<file path="config.mk">
export PLATFORM = sky130hd
export DESIGN_NAME = max_int32_serial_flat
export DESIGN_NICKNAME = d
export VERILOG_FILES = /design/src/rtl/max_int32_serial_if.sv /design/src/rtl/max_int32_serial.sv /design/src/flat_wrapper.sv
export SDC_FILE = /design/constraint.sdc
export NUM_CORES = 1
export LEC_CHECK = 0
export BUFFER_PORTS_ARGS = -buffer_cell sky130_fd_sc_hd__buf_4
export CORE_UTILIZATION = 59
export DETAILED_ROUTE_END_ITERATION = 10
export PLACE_DENSITY = 0.85
export REMOVE_ABC_BUFFERS = 1
export SETUP_SLACK_MARGIN = 0.2
export SYNTH_ARGS = -nofsm -noshare
export SYNTH_HDL_FRONTEND = slang
export SYNTH_SLANG_ARGS = --single-unit
</file>
<file path="constraint.sdc">
create_clock -name clk -period 5.9 [get_ports clk]
set_input_delay 1.77 -clock clk [delete_from_list [all_inputs] [get_ports clk]]
set_output_delay 1.77 -clock clk [all_outputs]
set_load 0.03 [all_outputs]
</file>
<file path="src/rtl/max_int32_serial_if.sv">
// Operand/result handshake bundle for the bit-serial signed max unit.
// The slave modport is the compute block; the master modport is its producer/consumer.
interface max_int32_serial_if #(
    parameter int WIDTH = 32
);
    logic             in_valid;
    logic             in_ready;
    logic [WIDTH-1:0] A;
    logic [WIDTH-1:0] B;
    logic             out_valid;
    logic             out_ready;
    logic [WIDTH-1:0] Y;
    logic             gt;
    logic             busy;

    modport master (
        output in_valid, A, B, out_ready,
        input  in_ready, out_valid, Y, gt, busy
    );

    modport slave (
        input  in_valid, A, B, out_ready,
        output in_ready, out_valid, Y, gt, busy
    );
endinterface

</file>
<file path="src/rtl/max_int32_serial.sv">
// Bit-serial signed max: resolves A > B one bit per cycle, MSB first, then
// presents max(A,B) and the A>B flag until the consumer accepts.
module max_int32_serial #(
    parameter int WIDTH      = 32,
    parameter bit EARLY_EXIT = 1'b0
) (
    input  logic                clk,
    input  logic                rst_n,
    max_int32_serial_if.slave   bus
);
    localparam int IDX_W = $clog2(WIDTH);
    localparam logic [IDX_W-1:0] IDX_MSB  = IDX_W'(WIDTH - 1);
    localparam logic [IDX_W-1:0] IDX_ZERO = {IDX_W{1'b0}};
    localparam logic [IDX_W-1:0] IDX_ONE  = IDX_W'(1);

    typedef enum logic [1:0] {
        S_IDLE = 2'd0,
        S_CMP  = 2'd1,
        S_DONE = 2'd2
    } state_t;

    state_t           state_q, state_d;
    logic [WIDTH-1:0] a_q, a_d;
    logic [WIDTH-1:0] b_q, b_d;
    logic [WIDTH-1:0] y_q, y_d;
    logic             gt_q, gt_d;
    logic             decided_q, decided_d;
    logic [IDX_W-1:0] idx_q, idx_d;

    logic bit_a_s;
    logic bit_b_s;
    logic hit_s;
    logic finish_s;

    // State and datapath registers
    always_ff @(posedge clk or negedge rst_n) begin
        if (!rst_n) begin
            state_q   <= S_IDLE;
            a_q       <= {WIDTH{1'b0}};
            b_q       <= {WIDTH{1'b0}};
            y_q       <= {WIDTH{1'b0}};
            gt_q      <= 1'b0;
            decided_q <= 1'b0;
            idx_q     <= IDX_MSB;
        end else begin
            state_q   <= state_d;
            a_q       <= a_d;
            b_q       <= b_d;
            y_q       <= y_d;
            gt_q      <= gt_d;
            decided_q <= decided_d;
            idx_q     <= idx_d;
        end
    end

    // Next-state and per-bit compare decision
    always_comb begin
        state_d   = state_q;
        a_d       = a_q;
        b_d       = b_q;
        y_d       = y_q;
        gt_d      = gt_q;
        decided_d = decided_q;
        idx_d     = idx_q;
        bit_a_s   = a_q[idx_q];
        bit_b_s   = b_q[idx_q];
        hit_s     = 1'b0;
        finish_s  = 1'b0;

        case (state_q)
            S_IDLE: begin
                if (bus.in_valid) begin
                    a_d       = bus.A;
                    b_d       = bus.B;
                    idx_d     = IDX_MSB;
                    decided_d = 1'b0;
                    gt_d      = 1'b0;
                    state_d   = S_CMP;
                end else begin
                    state_d   = S_IDLE;
                end
            end
            S_CMP: begin
                hit_s = !decided_q && (bit_a_s != bit_b_s);
                // A differing sign bit means the operand with sign 0 is larger
                if (hit_s) begin
                    gt_d      = (idx_q == IDX_MSB) ? bit_b_s : bit_a_s;
                    decided_d = 1'b1;
                end else begin
                    gt_d      = gt_q;
                    decided_d = decided_q;
                end
                finish_s = (idx_q == IDX_ZERO) || (EARLY_EXIT && hit_s);
                if (finish_s) begin
                    y_d     = gt_d ? a_q : b_q;
                    state_d = S_DONE;
                end else begin
                    idx_d   = idx_q - IDX_ONE;
                    state_d = S_CMP;
                end
            end
            S_DONE: begin
                if (bus.out_ready) begin
                    state_d = S_IDLE;
                end else begin
                    state_d = S_DONE;
                end
            end
            default: begin
                state_d = S_IDLE;
            end
        endcase
    end

    assign bus.in_ready  = (state_q == S_IDLE);
    assign bus.busy      = (state_q != S_IDLE);
    assign bus.out_valid = (state_q == S_DONE);
    assign bus.Y         = y_q;
    assign bus.gt        = gt_q;

endmodule

</file>
<file path="src/flat_wrapper.sv">
// flat-port wrapper written by rule: the top's interface ports become plain ports
module max_int32_serial_flat 
#(
    parameter int WIDTH      = 32,
    parameter bit EARLY_EXIT = 1'b0
)
  (clk, rst_n, bus_in_valid, bus_A, bus_B, bus_out_ready, bus_in_ready, bus_out_valid, bus_Y, bus_gt, bus_busy);
  max_int32_serial_if #(.WIDTH(WIDTH)) bus_i ();
  input  logic clk;
  input  logic rst_n;
  input wire logic [$bits(bus_i.in_valid)-1:0] bus_in_valid;
  input wire logic [$bits(bus_i.A)-1:0] bus_A;
  input wire logic [$bits(bus_i.B)-1:0] bus_B;
  input wire logic [$bits(bus_i.out_ready)-1:0] bus_out_ready;
  output wire logic [$bits(bus_i.in_ready)-1:0] bus_in_ready;
  output wire logic [$bits(bus_i.out_valid)-1:0] bus_out_valid;
  output wire logic [$bits(bus_i.Y)-1:0] bus_Y;
  output wire logic [$bits(bus_i.gt)-1:0] bus_gt;
  output wire logic [$bits(bus_i.busy)-1:0] bus_busy;
  assign bus_i.in_valid = bus_in_valid;
  assign bus_i.A = bus_A;
  assign bus_i.B = bus_B;
  assign bus_i.out_ready = bus_out_ready;
  assign bus_in_ready = bus_i.in_ready;
  assign bus_out_valid = bus_i.out_valid;
  assign bus_Y = bus_i.Y;
  assign bus_gt = bus_i.gt;
  assign bus_busy = bus_i.busy;
  max_int32_serial #(.WIDTH(WIDTH), .EARLY_EXIT(EARLY_EXIT)) u_core (.clk(clk), .rst_n(rst_n), .bus(bus_i));
endmodule
</file>
==> metrics.md <==
| Metric | Value |
|---|---|
| Final setup vio count | 0 |
| Instance count on the critical path | 9 |
| Initial antenna violation count | 0 |
| Crit end category | register |
| TNS Setup | 0 ns |
| Min Hold Slack | slightly above 0.5 ns |
| Fin crit period | 3.705 ns |
| Detailed-router iteration count before antenna repair | 5 |
| Clk sinks | 105 |
| Switch Pwr | 1.476 mW |
| Fraction of layout cells with a size suffix above 1 | 23.49% |
| Hold Crit Depth | 2 |
| Gr usage total | 29.11% |
| Htree depth | 3 |
| CP top delay family | compound AO/OA/AOI/OAI gates |
| DIE HEIGHT | 95.20 um |
| Tcrit/Tclk final | a little over three fifths |
| Top Ports | 104 |
| Syn Inst Count | 565 |
| Num CTS Buffers | 9 |
| Area used by multi-input combinational logic | 2251 um2 |
| Critical path arrival | ~4.0 ns |
| Worst setup path class | register to register |
| Row count | 33 |
| Switching part of the total power | 45.00% |
| DRC | 0 |
| Post-CTS Setup Bufs | 0 |
| Most frequent cells in the layout | nand2_1, buf_4, dfrtp_1 |
| Setup slack after layout | 2.195 ns |
| IO buf count | 103 |
| 1st-iter DRT viols | 328 |
| Sequential area share after synthesis | 51.39% |
| Routability-driven placement congestion ratio | 0.8904 |
| CTS tree | done |
| Worst VDD drop | 0.3367 mV |
| Ant. Diodes | 0 |
| WP data required | around 6.2 ns |
| Register area | roughly 2600 um2 |
| Most common cell after layout, fill and taps aside | nand2_1 |
| Number of global-route vias before repair | 4227 |
| FILL cells | 624 |
| Die ar. | 9063 um2 |
| WP buf/inv | 1 |
| Worst hold-check path type | register to register |
| Status | complete, no violations |
| Clk Latency, worst-skew pair | approximately 0.38 ns |
| Antenna viol nets, final | 0 |
| Synth warn | 0 |
| Root buffer selected by CTS | clkbuf_8 |
| Via density | 5.860 |
| Number of flops mapped to enable cells by yosys | 0 |
| Combinational share of power | 45.7% |
| CTS hold repair buffers | 0 |
| PwrDens | 544.6 nW/um2 |
| Final Hold Vio Count | 0 |
| Worst-case reg-to-reg path depth | 9 |
| Post-CTS Resized | 0 |
| Largest stage delay, worst path | 0.95 ns |
| Cell Int Power | between 1.5 and 2 mW |
| Pre-CTS WS | 2.229 ns |
| Critical path, cell by cell | mux4_2 > nor2_1 > a311oi_1 > o41ai_4 > and2b_4 > a22oi_2 > buf_4 > nand3_1 > a31oi_1 |
| Fin. max-slew vios | 0 |
| Clock-pin slew on the worst setup and hold paths | roughly 0.10 ns |
| Async set-or-reset flop fraction in the synthesized netlist | 100.0% |
| Global-route wire length before repair | 20060 um |
| Peak Freq | 269.9 MHz |
| RSZ-0062 raised after global routing | no |
| Count of cell types in the netlist | 46 |
| Fin nets | 713 |
| Reg power frac | around two fifths |
| Main flop type after synthesis | dfrtp_1 |
| Post-Syn Area | 5125 um2 |
| Critical path launch point type | register |
| Remaining Overflow, GRT | 0 |
| Core area | 8299 um2 |
| Post-layout util | 72.56% |
| Via count | 4407 |
| Largest net degree at the start of global routing | 66 |
| Layout Skew | 0.01437 ns |
| Rel. slew slack | 25.15% |
| Least-Margin Pin Slew | 1.123 ns |
| Hpwl dp | 8203 um |
| Critical path's slowest cell | dfstp_2 |
| Pleak | 3.023 nW |
| Syn avg cell area | 9.071 um2 |
| WL/cell | 16.22 um |
| Synth Register Bits | around 110 |
| Die X | 95.20 um |
| Initial Utilization | 61.75% |
| Worst Path Max Fanout | 22 |
| CTS Buffer Depth | 2 |
| Max-cap viol count | 0 |
| Total wire length | 12200 um |
| Area grow syn2layout | 17.50% |
| Clock power frac | a little over an eighth |
==> state kept, by name, summed over array words and instances (netlist names) <==
register,count
u_core.bus.Y,32
u_core.state_q,2
u_core.b_q,32
u_core.bus.gt,1
u_core.idx_q,5
u_core.decided_q,1
u_core.a_q,32
==> cells by family after synthesis <==
family	after synthesis	share of synthesized area [%]
compound gates	90	11.69
xor+xnor	3	0.6593
fa+ha+maj	3	0.7325
buf+inv	46	4.907
flops	105	51.39
mux	22	7.007
simple gates	296	23.61
==> final timing paths <==
path,endpoint,slack [ns],from
worst max-delay path,u_core.bus.Y[12],2.19,u_core.idx_q[1]
worst min-delay path,u_core.b_q[10],0.51,u_core.b_q[10]
worst max register to register,u_core.bus.Y[12],2.19,u_core.idx_q[1]
worst min register to register,u_core.b_q[10],0.51,u_core.b_q[10]
max in group asynchronous,u_core.bus.Y[11],3.39,rst_n
min in group asynchronous,u_core.b_q[24],1.36,rst_n
==> worst register-to-register path, stage by stage (launching register included) <==
cell and delay [ns]:
dfstp_2 0.95, mux4_2 0.59, nor2_1 0.11, a311oi_1 0.08, o41ai_4 0.35, and2b_4 0.25
a22oi_2 0.57, buf_4 0.37, nand3_1 0.12, a31oi_1 0.23
==> layout make-up <==
type | instances | share of cell area [%]
Clock buffer | 10 | 2.285
Clock inverter | 6 | 0.7688
Inverter | 5 | 0.3117
Multi-Input combinational cell | 414 | 37.38
Sequential cell | 105 | 43.74
Tap cell | 105 | 2.182
Timing Repair Buffer | 107 | 13.34
==> per-stage QoR <==
step / instance area (um2) / power [mW] / instances
after floorplan: 4892 / 2.341 / 524
after global placement: 5838 / 2.756 / 736
after detailed placement: 5838 / 2.838 / 736
after CTS: 6022 / 3.259 / 752
after global routing: 6022 / 3.485 / 752
final: 6022 / 3.280 / 752
==> Yosys cell counts, types with 3 or more instances <==
library cell	number	share of area, %
a21oi_1	4	0.39
a31oi_1	32	3.9
buf_2	9	0.88
buf_6	9	2.0
clkbuf_1	22	1.6
dfrtp_1	100	49
dfstp_2	5	2.6
ha_1	3	0.73
inv_1	4	0.29
mux2i_1	10	2.0
mux4_2	11	4.8
nand2_1	202	15
nand3_1	36	3.5
nand3b_1	3	0.44
nor2_1	39	2.9
nor2b_1	5	0.61
o21ai_1	35	3.4
==> routing by layer <==
layer | vias up | share of wire (%) | track usage [%] | wire length, um
met5 | - | 0 | 0 | 0
met4 | 0 | 1.8 | 9.091 | 217
met3 | 25 | 7.5 | 7.177 | 921
met2 | 212 | 49 | 45.54 | 5953
met1 | 2121 | 42 | 40.20 | 5105
li1 | 2049 | - | - | -
==> power by group through the flow <==
stage	clock network [mW]	logic, mW	registers [mW]
floorplan	0	0.995	1.35
global placement	0	1.41	1.34
detailed placement	0	1.49	1.35
CTS	0.428	1.49	1.34
global route	0.460	1.64	1.39
finish	0.429	1.50	1.35
Note: power is estimated with default switching activity, not from simulation.
